<file path="src/rtl/uart_avmm_driver.sv">
// uart_avmm_driver
//   Avalon-MM initiator for the uart_core 8-bit register slave
//   (addr 0 TX data, addr 1 status {busy,ready}, addr 2 RX data).
//   Outgoing bytes are buffered in a TX FIFO and written only after a status
//   poll reports ready. An irq_i pulse schedules a read of the RX data
//   register. The received byte is pushed into an RX FIFO.
//
// Ports
//   clk_i, arst_n_i            clock, asynchronous active-low reset
//   tx_data_i/valid_i/ready_o  outgoing byte stream (ready = TX FIFO not full)
//   rx_data_o/valid_o/ready_i  received byte stream (first-word fall-through)
//   irq_i                      1-cycle RX-byte-complete pulse from uart_core
//   avm_*                      Avalon-MM initiator to uart_core
//   rx_overrun_o               sticky: a received byte was lost
//   ovr_cnt_o                  saturating overrun event count, present only
//                              when UART_DRV_OVR_CNT_EN is defined
//
// Build option
//   UART_DRV_OVR_CNT_EN  adds ovr_cnt_o and its counter

module uart_avmm_driver #(
    parameter int unsigned TX_DEPTH   = 8,
    parameter int unsigned RX_DEPTH   = 8,
    parameter int unsigned RD_LATENCY = 1,
    parameter int unsigned POLL_GAP   = 2
) (
    input  logic       clk_i,
    input  logic       arst_n_i,
    input  logic [7:0] tx_data_i,
    input  logic       tx_valid_i,
    output logic       tx_ready_o,
    output logic [7:0] rx_data_o,
    output logic       rx_valid_o,
    input  logic       rx_ready_i,
    input  logic       irq_i,
    output logic [3:0] avm_address_o,
    output logic       avm_byteenable_o,
    output logic       avm_read_o,
    output logic       avm_write_o,
    output logic [7:0] avm_writedata_o,
    input  logic [7:0] avm_readdata_i,
`ifdef UART_DRV_OVR_CNT_EN
    output logic [7:0] ovr_cnt_o,
`endif
    output logic       rx_overrun_o
);

    localparam int unsigned TX_AW = $clog2(TX_DEPTH);
    localparam int unsigned RX_AW = $clog2(RX_DEPTH);
    localparam int unsigned GAP_W = (POLL_GAP < 1) ? 1 : $clog2(POLL_GAP + 1);

    localparam logic [TX_AW:0] TX_FULL_CNT = (TX_AW + 1)'(TX_DEPTH);
    localparam logic [RX_AW:0] RX_FULL_CNT = (RX_AW + 1)'(RX_DEPTH);

    localparam logic [2:0] S_IDLE      = 3'd0;
    localparam logic [2:0] S_RX_RD     = 3'd1;
    localparam logic [2:0] S_RX_WAIT   = 3'd2;
    localparam logic [2:0] S_POLL_RD   = 3'd3;
    localparam logic [2:0] S_POLL_WAIT = 3'd4;
    localparam logic [2:0] S_TX_WR     = 3'd5;

    logic [2:0]       state_q, state_d;
    logic [1:0]       lat_q;
    logic             lat_done;
    logic [GAP_W-1:0] gap_q;
    logic             rx_pend_q;
    logic             overrun_q;
    logic             ovr_event;

    // TX FIFO
    logic [7:0]     tx_mem [TX_DEPTH];
    logic [TX_AW:0] tx_wptr, tx_rptr;
    logic           tx_empty, tx_full, tx_push, tx_pop;

    // RX FIFO
    logic [7:0]     rx_mem [RX_DEPTH];
    logic [RX_AW:0] rx_wptr, rx_rptr;
    logic           rx_empty, rx_full, rx_push, rx_pop;

    assign tx_empty = (tx_wptr == tx_rptr);
    assign tx_full  = ((tx_wptr - tx_rptr) == TX_FULL_CNT);
    assign tx_push  = tx_valid_i && !tx_full;
    assign tx_pop   = (state_q == S_TX_WR);

    assign rx_empty = (rx_wptr == rx_rptr);
    assign rx_full  = ((rx_wptr - rx_rptr) == RX_FULL_CNT);
    assign rx_pop   = rx_ready_i && !rx_empty;

    assign lat_done = (lat_q == 2'(RD_LATENCY));
    assign rx_push  = (state_q == S_RX_WAIT) && lat_done;

    always_ff @(posedge clk_i) begin
        if (tx_push) begin
            tx_mem[tx_wptr[TX_AW-1:0]] <= tx_data_i;
        end
        if (rx_push) begin
            rx_mem[rx_wptr[RX_AW-1:0]] <= avm_readdata_i;
        end
    end

    always_ff @(posedge clk_i or negedge arst_n_i) begin
        if (!arst_n_i) begin
            tx_wptr <= '0;
            tx_rptr <= '0;
            rx_wptr <= '0;
            rx_rptr <= '0;
        end else begin
            if (tx_push) tx_wptr <= tx_wptr + 1'b1;
            if (tx_pop)  tx_rptr <= tx_rptr + 1'b1;
            if (rx_push) rx_wptr <= rx_wptr + 1'b1;
            if (rx_pop)  rx_rptr <= rx_rptr + 1'b1;
        end
    end

    assign tx_ready_o = !tx_full;
    assign rx_valid_o = !rx_empty;
    assign rx_data_o  = rx_empty ? '0 : rx_mem[rx_rptr[RX_AW-1:0]];

    // RX has priority over TX. The RX read is held off while the RX FIFO is
    // full so a captured byte always has a slot.
    always_comb begin
        state_d = state_q;
        case (state_q)
            S_IDLE: begin
                if (rx_pend_q && !rx_full) begin
                    state_d = S_RX_RD;
                end else if (!tx_empty && (gap_q == '0)) begin
                    state_d = S_POLL_RD;
                end
            end
            S_RX_RD:     state_d = S_RX_WAIT;
            S_RX_WAIT:   if (lat_done) state_d = S_IDLE;
            S_POLL_RD:   state_d = S_POLL_WAIT;
            S_POLL_WAIT: if (lat_done) state_d = avm_readdata_i[0] ? S_TX_WR : S_IDLE;
            S_TX_WR:     state_d = S_IDLE;
            default:     state_d = S_IDLE;
        endcase
    end

    // lat_q counts cycles since the read strobe; 1 on the first wait cycle.
    always_ff @(posedge clk_i or negedge arst_n_i) begin
        if (!arst_n_i) begin
            state_q <= S_IDLE;
            lat_q   <= '0;
            gap_q   <= '0;
        end else begin
            state_q <= state_d;
            if ((state_q == S_RX_RD) || (state_q == S_POLL_RD)) begin
                lat_q <= 2'd1;
            end else if ((state_q == S_RX_WAIT) || (state_q == S_POLL_WAIT)) begin
                lat_q <= lat_q + 2'd1;
            end
            if (tx_pop) begin
                gap_q <= GAP_W'(POLL_GAP);
            end else if (gap_q != '0) begin
                gap_q <= gap_q - 1'b1;
            end
        end
    end

    // A second irq while a byte is still pending loses the earlier byte. In
    // RX_RD the pending byte is being read, so an irq there only re-arms
    // rx_pend (set wins over clear) and is not an overrun.
    assign ovr_event = irq_i && rx_pend_q && (state_q != S_RX_RD);

    always_ff @(posedge clk_i or negedge arst_n_i) begin
        if (!arst_n_i) begin
            rx_pend_q <= 1'b0;
            overrun_q <= 1'b0;
        end else begin
            if (irq_i) begin
                rx_pend_q <= 1'b1;
            end else if (state_q == S_RX_RD) begin
                rx_pend_q <= 1'b0;
            end
            if (ovr_event) begin
                overrun_q <= 1'b1;
            end
        end
    end

    assign rx_overrun_o = overrun_q;

`ifdef UART_DRV_OVR_CNT_EN
    logic [7:0] ovr_cnt_q;

    always_ff @(posedge clk_i or negedge arst_n_i) begin
        if (!arst_n_i) begin
            ovr_cnt_q <= '0;
        end else if (ovr_event && (ovr_cnt_q != '1)) begin
            ovr_cnt_q <= ovr_cnt_q + 8'd1;
        end
    end

    assign ovr_cnt_o = ovr_cnt_q;
`endif

    // Bus outputs decode directly from the state register. Strobes therefore
    // drop with the asynchronous reset, and the address stays stable through
    // the wait states.
    always_comb begin
        avm_address_o   = '0;
        avm_read_o      = 1'b0;
        avm_write_o     = 1'b0;
        avm_writedata_o = '0;
        case (state_q)
            S_RX_RD: begin
                avm_address_o = 4'd2;
                avm_read_o    = 1'b1;
            end
            S_RX_WAIT: avm_address_o = 4'd2;
            S_POLL_RD: begin
                avm_address_o = 4'd1;
                avm_read_o    = 1'b1;
            end
            S_POLL_WAIT: avm_address_o = 4'd1;
            S_TX_WR: begin
                avm_address_o   = 4'd0;
                avm_write_o     = 1'b1;
                avm_writedata_o = tx_mem[tx_rptr[TX_AW-1:0]];
            end
            default: ;
        endcase
    end

    assign avm_byteenable_o = 1'b1;

endmodule

</file>
<file path="config.mk">
export PLATFORM = sky130hd
export DESIGN_NAME = uart_avmm_driver
export DESIGN_NICKNAME = d
export VERILOG_FILES = /design/src/rtl/uart_avmm_driver.sv
export SDC_FILE = /design/constraint.sdc
export NUM_CORES = 1
export LEC_CHECK = 0
export ABC_CLOCK_PERIOD_IN_PS = 3900
export CORE_MARGIN = 3
export CORE_UTILIZATION = 40
export CTS_CLUSTER_SIZE = 28
export DETAILED_ROUTE_END_ITERATION = 8
export PLACE_DENSITY = 0.66
export SLEW_MARGIN = 20
export SYNTH_ARGS = -nofsm -noshare
export SYNTH_HDL_FRONTEND = slang
export SYNTH_SLANG_ARGS = --single-unit
</file>
<file path="constraint.sdc">
create_clock -name clk_i -period 3.9 [get_ports clk_i]
set_input_delay 0.585 -clock clk_i [delete_from_list [all_inputs] [get_ports clk_i]]
set_output_delay 0.585 -clock clk_i [all_outputs]
set_load 0.005 [all_outputs]
</file>
==> results.yml, run 1 <==
status:
  status: "finished, final reports clean"
setup_path:
  cp.required_ns: 3.31
  r2r-end: "tx_mem[2][0]"
  worstPathArrival_ns: 3.15
  critPathKind: "flop to primary output"
  ff2ff_path_depth: 7
  r2r_setup_slack_ns: 0.79
  crit_family: "simple AND/OR/NAND/NOR gates"
  end_kind: "primary output"
  max_stage_delay_ns: 0.54
  crit_chain: "clkinv_1, ha_1, nand3b_1, and3_2, or4_4, clkdlybuf4s50_1"
  cp_slowest_cell: "dfrtp_1"
  cp_num_buf_inv: 2
  worstSetupStartpointType: "flop"
  critical_path.max_fanout: 11
  reg2reg_from: "tx_rptr[2]"
timing:
  fin_crit_ns: 3.73
  fmax_mhz: 268
  finalHoldViolations: 0
  tns_ns: 0
  fin_skew_ns: 0.0148
  slew_headroom: 0.369
  tightest_slew_ns: 0.943
  rsz0062_at_grt: "false"
  finalSetupViolCount: 0
  slew_viol_final: 0
  post-route-period-util: 0.957
global_routing:
  grt_usage: 0.144
  grt_pass1_vias: 3654
  grt_max_degree: 26
  grt_pass1_wl_um: 19500
  grt_antenna_before_repair: 0
  grt-ovfl-total: 0
drt:
  first_pass_iters: 7
  ant_nets: 0
  vias: 3410
  drtIter0Drc: 246
  wl_per_cell_um: 17.7
  post-route-drc-count: 0
  viasPerCell: 5.05
  drt-total-wl_um: 12000
clock_network:
  cts.path.max_buffers: 2
  cts_tree: "yes"
  cts.clk_slew.worst_paths_ns: 0.05
  clk_latency_ns: 0.42
  post_cts_buffers: 0
  clock_sinks: 153
  htreeDepth: 4
  cts_buffers: 17
  cts-root-buf: "clkbuf_16"
  ctsHoldBuffers: 0
  cts_resized: 0
synth:
  ys_ff_latch: 153
  synth_top_area_share: 0.600
  ys_async_sr_fraction: 0.163
  synth_ff_type: "edfxtp_1"
  synth_commonest_cells: "edfxtp_1, nand2_1, mux4_2"
  synth_edf_count: 128
  synth_cell_types: 46
  syn_avg_cell_area_um2: 16.3
  yosysSeqAreaShare: 0.698
  synthMostInstantiatedCell: "edfxtp_1"
  syn_area_um2: 6400
  synth_area_leader_cell: "edfxtp_1"
  synthTopCellsByArea: "edfxtp_1, mux4_2, dfrtp_1"
  synth_cells: 393
  yosysWarnings: 0
floorplanning:
  rows: 45
  core_area_um2: 15400
  die_h_um: 133
  fp.dieW_um: 133
  start_util: 0.415
  io-pin-count: 47
  dieArea_um2: 17600
power:
  p_per_area_nw_per_um2: 752
  leakage_nw: 2.66
  vdd_ir_drop_max_uv: 406
min_path:
  hold_depth: 1
  hold_start: "rx_overrun_o"
  hold_end: "rx_overrun_o"
  hold_path.class: "flop to flop"
placed_design:
  finalWeightedCongestion: 0.779
  dp_hpwl_um: 7860
  port_buffers: 43
layout:
  area_growth_pct: 19.9
  num-fill-cells: 1320
  drive_gt1_frac: 0.179
  nets: 485
  register_area_um2: 4470
  antenna_cells: 0
  multi_input_area_um2: 1800
  post-route-util: 0.498
flow_run:
  drv_cap: 0
==> cell usage in the layout, fill, tap and decap left out, drive strengths merged, types with 3 or more instances in the layout <==
cell type and count:
xnor2 11, nor2b 3, conb 3, clkdlybuf4s50 43, o21ai 4, nand2 54, mux4 32, buf 15
a21oi 23, nor2 12, edfxtp 128, nand3 6, nand2b 3, xor2 7, inv 14, dfrtp 25
clkbuf 21, nor3 8, clkinv 8, o211ai 3, mux2 3, ha 12
==> flip-flops by register name (all words and copies together) (netlist names) <==
| signal | flops |
|---|---|
| rx_mem | 64 |
| tx_mem | 64 |
| rx_wptr | 4 |
| rx_overrun_o | 1 |
| gap_q | 2 |
| tx_wptr | 4 |
| lat_q | 2 |
| tx_rptr | 4 |
| rx_rptr | 4 |
| state_q | 3 |
| rx_pend_q | 1 |
==> per-stage QoR <==
step	setup slack (ns)	instances	hold slack [ns]	instance area (um2)	power, W
after floorplan	0.842	394	0.289	6410	0.00361
after global placement	0.692	644	0.462	7130	0.00421
after detailed placement	0.451	644	0.465	7130	0.00430
after CTS	0.149	675	0.482	7670	0.00582
after global routing	0.0120	675	0.517	7680	0.00612
final	0.168	675	0.479	7680	0.00577
==> how the worst max path moves through the flow <==
stage	slack [ns]	depth (start not counted)	end	from
2_1_floorplan	0.84	9	tx_mem[4][0]	tx_rptr[1]
3_3_place_gp	0.69	7	tx_mem[0][6]	tx_rptr[2]
3_5_place_dp	0.45	7	tx_mem[2][4]	tx_rptr[2]
4_1_cts	0.15	6	tx_ready_o	tx_rptr[2]
5_1_grt	0.01	6	tx_ready_o	tx_rptr[2]
6_report	0.17	6	tx_ready_o	tx_rptr[2]
==> area by class of cell <==
type | instances | share of cell area
flip-flops and latches | 153 | 0.582
multi-input cells | 206 | 0.234
repair buffers | 58 | 0.0707
clock buffers | 21 | 0.0573
well taps | 211 | 0.0344
clock inverters | 10 | 0.0135
inverters | 16 | 0.00782
==> report_power, final <==
| part | internal [W] | total [W] | leakage, nW | switching, W |
|---|---|---|---|---|
| Combinational | 0.00100 | 0.00202 | 0.946 | 0.00102 |
| Clock | 0.000927 | 0.00152 | 0.257 | 0.000590 |
| Sequential | 0.00205 | 0.00224 | 1.46 | 0.000189 |
| Total | 0.00397 | 0.00577 | 2.66 | 0.00180 |
==> logic make-up (layout without fill, tap and decap cells) <==
kind of cell	Yosys count	count (layout)	share of synthesized area
xor+xnor	18	18	0.0258
fa+ha+maj	12	12	0.0234
flops	153	153	0.698
compound gates	40	40	0.0406
buf+inv	35	105	0.0233
mux	35	35	0.118
other cells	2	3	0.00117
simple gates	98	98	0.0700
==> per-layer routing <==
layer  global-route usage  part of all wire
met5                    0                 0
met1                0.189              0.46
met3               0.0449             0.038
met2                0.230              0.50
met4               0.0450            0.0070
Note: power is estimated with default switching activity, not from simulation.
==> run 2, diff against run 1 <==
ABC_CLOCK_PERIOD_IN_PS = default   (was 3900)
==> results of run 2 <==
The final DEF is identical to that of run 1; final timing and power are the same.
==> run 3, diff against run 2 <==
GPL_TIMING_DRIVEN = 0   (was default)
SKIP_LAST_GASP = 1   (was default)
==> run 3 against run 2 <==
  * Clock power grew 11%
  * Wire length grew 3.6%
  * Fmax grew 0.65%
  * Final cell count grew 1.5%
  * Register-to-register slack lost 0.02 ns
  * Sequential power shrank 2%
  * Count of clock-buffer cells in the layout shrank 4
  * Combinational power grew 4%
  * Design area grew 1.6%
  * Highest routed layer unchanged
==> results.yml, run 3 (synthesized netlist as in run 1, its figures left out) <==
power:
  leakage_nw: 2.73
  switching_power_w: 0.00191
  power_frac_seq: 0.367
  p_int_w: 0.00407
  vdd_ir_drop_max_uv: 405
  power_frac_clock: 0.282
  p_sw_frac: 0.320
  combPwrFrac: 0.351
  p_per_area_nw_per_um2: 767
floorplanning:
  core_area_um2: 15400
  rows: 45
  dieArea_um2: 17600
  start_util: 0.415
  fp.dieW_um: 133
  die_h_um: 133
  io-pin-count: 47
drt:
  first_pass_iters: 4
  post-route-drc-count: 0
  vias: 3484
  drt-total-wl_um: 12400
  ant_nets: 0
  wl_per_cell_um: 18.1
  viasPerCell: 5.09
  drtIter0Drc: 294
layout:
  antenna_cells: 0
  nets: 494
  final_area_um2: 7800
  layout_common_cells: "edfxtp_1, nand2_1, clkdlybuf4s50_1, mux4_2, dfrtp_1"
  layout_commonest_cell: "edfxtp_1"
  num-fill-cells: 1322
  area_growth_pct: 21.8
  drive_gt1_frac: 0.215
  finalNonFillerCells: 685
global_routing:
  grt-ovfl-total: 0
  grt_pass1_wl_um: 20300
  grt_pass1_vias: 3721
  grt_max_degree: 26
  grt_antenna_before_repair: 0
  grt_usage: 0.151
clock_network:
  cts.clk_slew.worst_paths_ns: 0.07
  htreeDepth: 4
  clk_latency_ns: 0.42
  cts_buffers: 17
  clock_sinks: 153
  cts_tree: "yes"
  cts.path.max_buffers: 2
  cts-root-buf: "clkbuf_16"
timing:
  slew_viol_final: 0
  tightest_slew_ns: 0.949
  fin_crit_ns: 3.71
  finalHoldViolations: 0
  post-route-period-util: 0.951
  fmax_mhz: 270
  fin_skew_ns: 0.00944
  rsz0062_at_grt: "false"
  slew_headroom: 0.365
  tns_ns: 0
  finalSetupViolCount: 0
setup_path:
  critPathKind: "flop to primary output"
  worstSetupStartpointType: "flop"
  cp_slowest_cell: "or4_4"
  cp.required_ns: 3.31
  crit_chain: "clkbuf_2, clkbuf_4, inv_1, ha_1, nand3b_1, and3_2, or4_4, clkdlybuf4s50_1"
  worstPathArrival_ns: 3.12
  end_kind: "primary output"
  critical_path.max_fanout: 10
  max_stage_delay_ns: 0.53
placed_design:
  finalWeightedCongestion: 0.729
  placed_cells: 653
  placed_area_um2: 7180
  port_buffers: 43
  dp_hpwl_um: 8350
flow_run:
  drv_cap: 0
status:
  status: "finished, final reports clean"
min_path:
  hold_path.class: "input pin to async pin"
-- run 3: cell type report --
type / instances / area [um2] / share of cell area
clock buffer: 17 / 425 / 0.0545
multi-input combinational: 206 / 1840 / 0.235
inverter: 16 / 60.1 / 0.00770
tap: 211 / 264 / 0.0338
timing repair buffer: 48 / 458 / 0.0587
sequential: 153 / 4470 / 0.573
clock inverter: 15 / 191 / 0.0245
buffer: 19 / 96.3 / 0.0123
-- run 3: through the flow --
step	power, W	hold WS, ns	setup slack, ns	util
2_1_floorplan	0.00361	0.289	0.842	-
3_3_place_gp	0.00423	0.462	-0.256	0.460
3_5_place_dp	0.00435	0.468	0.0802	0.465
4_1_cts	0.00604	0.175	0.0780	0.505
5_1_grt	0.00634	0.205	0.0331	0.506
6_report	0.00598	0.164	0.192	0.506
-- run 3: worst max-delay path: cells and delay by family, from the launching register on --
kind / cells / cell delay (ns)
adders and majority gates: 1 / 0.32
buffers and inverters: 4 / 1.13
DFF: 1 / 0.36
and+or+nand+nor: 3 / 0.88
-- run 3: per-layer routing --
layer  share of wire  global-route usage
met1            0.42               0.191
met2            0.53               0.258
met3           0.046              0.0414
met4          0.0085              0.0433
met5               0                   0
-- run 3: power by group through the flow --
stage / clock [W] / combinational (W) / sequential (W)
6_report: 0.00169 / 0.00210 / 0.00219
4_1_cts: 0.00171 / 0.00213 / 0.00219
5_1_grt: 0.00179 / 0.00233 / 0.00222
3_3_place_gp: 0 / 0.00202 / 0.00220
3_5_place_dp: 0 / 0.00212 / 0.00223
2_1_floorplan: 0 / 0.00143 / 0.00218
-- run 3: path summary, 6_finish.rpt --
kind | start | to | slack (ns) | cells after the start
worst max-delay path | tx_rptr[1] | tx_ready_o | 0.19 | 8
worst min-delay path | arst_n_i | rx_wptr[1] | 0.16 | 1
worst max register to register | tx_rptr[1] | tx_mem[4][3] | 0.77 | 9
worst min register to register | rx_overrun_o | rx_overrun_o | 0.48 | 1
max in group asynchronous | arst_n_i | tx_wptr[3] | 3.35 | 1
min in group clk_i | rx_overrun_o | rx_overrun_o | 0.48 | 1
-- run 3: timing repair --
| action | in CTS | in global routing |
|---|---|---|
| hold buffers | 0 | 0 |
| gates resized for setup | 3 | 4 |
| setup endpoints to repair | 10 | 2 |
| setup buffers | 0 | 0 |
==> RTL edit (flow settings as in run 1) <==
The option `UART_DRV_OVR_CNT_EN` is turned on by a define.
--- a/src/rtl/uart_avmm_driver.sv
+++ b/src/rtl/uart_avmm_driver.sv
@@ -18,4 +18,6 @@
 // Build option
 //   UART_DRV_OVR_CNT_EN  adds ovr_cnt_o and its counter
+
+`define UART_DRV_OVR_CNT_EN
 
 module uart_avmm_driver #(
Formal check against the unedited RTL (old outputs only; new: ovr_cnt_o): equivalent (Yosys induction, for registers that start in step).
==> RTL edit against run 1 <==
Non-clock buffer count rose by 4. Global-route usage rose by 0.73 points. Wire length rose by 5.2%. Synthesized area rose by 4.7%. Via count rose by 6.1%. Power rose by 5.0%. Final area rose by 5.0%. Fmax rose by 2.7%. Sequential cell count rose by 8. Cell count rose by 4.6%. Setup slack improved by 0.097 ns.
==> RTL edit: results (changes against run 1) <==
transition time of the tightest slew-check pin=1.05 ns (+0.107 ns); FFs w/ async S/R, synth=20.5% (+4.2 points); register area share after synthesis=69.6% (-0.17 points); DP Cell Count=674 (+4.7%); delay-heaviest family, CP=buffers and inverters; ratio of cells with drive above 1 in the final layout=16.7% (-1.2 points); clk_lat worst skew=0.42 ns (about the same); port buffer count=51 (+19%); final instance count without filler cells=706 (+4.6%); Final #Nets=511 (+5.4%); Worst Path Arrival=3.05 ns (-0.10 ns); TritonRoute pass-1 iters=4 (-3); Yosys cell types=39 (-15%); drt wl/cell=17.8 um (+0.57%); pin count of the biggest net entering global routing=34 (+31%); worst hold path type=reg -> reg; GRT Resource Usage Total=15.1% (+0.73 points); P_leak=2.82 nW (+6.1%); vias in the first global route=3749 (+2.6%); vias per inst=5.13 (+1.5%); Post-synth EDFFs=128 (unchanged); drt initial violations=292 (+19%); peak supply drop=0.451 mV (+11%); HPWL Detailed=8450 um (+7.5%); Syn. warnings=0 (unchanged); setup bufs post-CTS=0 (unchanged); Avg Cell Area, Syn=16.2 um^2 (-0.34%); first-pass GRT wire length=20900 um (+7.2%); Post-synth top cells=edfxtp_1 (128), nand2_1 (50), dfrtp_1 (33); Clock Tree Buf Depth=2 (unchanged); Layout Skew=0.00959 ns (-0.00521 ns); total CTS buffers=17 (unchanged); clk slew on worst S/H paths=0.07 ns (+0.02 ns); main area contributors after synthesis=edfxtp_1 (57%), dfrtp_1 (12%), mux4_2 (11%); status=finished clean; routability congestion estimate=0.774 (-0.60%)
RTL edit: changes by cell type after synthesis, sizes merged, moves of 3 or more:
cell,change
nor2b,+3
clkbuf,-3
a21oi,-3
nand3,+4
nand2b,+4
xnor2,+5
nand2,-4
nor2,+5
inv,-4
dfrtp,+8
o211ai,-3
RTL edit: cells by family after synthesis:
logic type               after synthesis  synth area share (%)
AO/OA/AOI/OAI                         36                  3.23
XOR/XNOR                              25                  3.26
adder cells (fa/ha/maj)               13                  2.43
buffers and inverters                 30                  2.11
flip-flops                           161                  69.6
multiplexers                          37                  11.6
other                                  2                 0.112
AND/OR/NAND/NOR                      109                  7.65
RTL edit: where the power goes:
group	switching, mW	leakage [nW]	internal, mW
combinational	0.963	0.988	1.06
clock	0.675	0.275	0.952
sequential	0.256	1.56	2.16
RTL edit: per-stage QoR:
stage / setup slack (ns) / area [um^2] / hold WS [ns] / power [mW]
floorplan: 1.11 / 6710 / 0.289 / 3.77
global placement: 0.763 / 7480 / 0.449 / 4.41
detailed placement: 0.643 / 7480 / 0.461 / 4.50
CTS: 0.227 / 8070 / 0.480 / 6.15
global route: 0.0128 / 8070 / 0.498 / 6.48
finish: 0.266 / 8070 / 0.479 / 6.07
RTL edit: worst reg2reg max path, cell delays in order (launching register included):
cell and delay [ns]:
dfrtp_1 0.55, clkinv_1 0.32, ha_1 0.42, a21oi_1 0.18
and3_1 0.20, or4_4 0.16, nand3_1 0.16, nor3_1 0.84
RTL edit: worst paths after layout:
check / start / endpoint / slack, ns
worst max-delay path: tx_rptr[2] / tx_ready_o / 0.27
worst min-delay path: rx_overrun_o / rx_overrun_o / 0.48
worst max register to register: tx_rptr[2] / tx_mem[0][3] / 0.69
worst min register to register: rx_overrun_o / rx_overrun_o / 0.48
max in group asynchronous: arst_n_i / ovr_cnt_o[5] / 3.00
min in group asynchronous: arst_n_i / ovr_cnt_o[1] / 0.58
RTL edit: layer usage:
layer / vias to the layer above / GRT usage, % / wire [um] / part of all wire (%)
met1: 1831 / 20.7 / 5610 / 45
met4: 0 / 3.47 / 100 / 0.80
li1: 1683 / - / - / -
met2: 95 / 23.9 / 6240 / 50
met5: - / 0 / 0 / 0
met3: 10 / 4.61 / 621 / 4.9
RTL edit: area by class of cell:
| class | count | area, um^2 |
|---|---|---|
| Multi-Input combinational cell | 223 | 1900 |
| Clock buffer | 18 | 429 |
| Tap cell | 216 | 270 |
| Timing Repair Buffer | 62 | 593 |
| Fill cell | 1352 | 8110 |
| Inverter | 12 | 45.0 |
| Clock inverter | 14 | 159 |
| Sequential cell | 161 | 4670 |
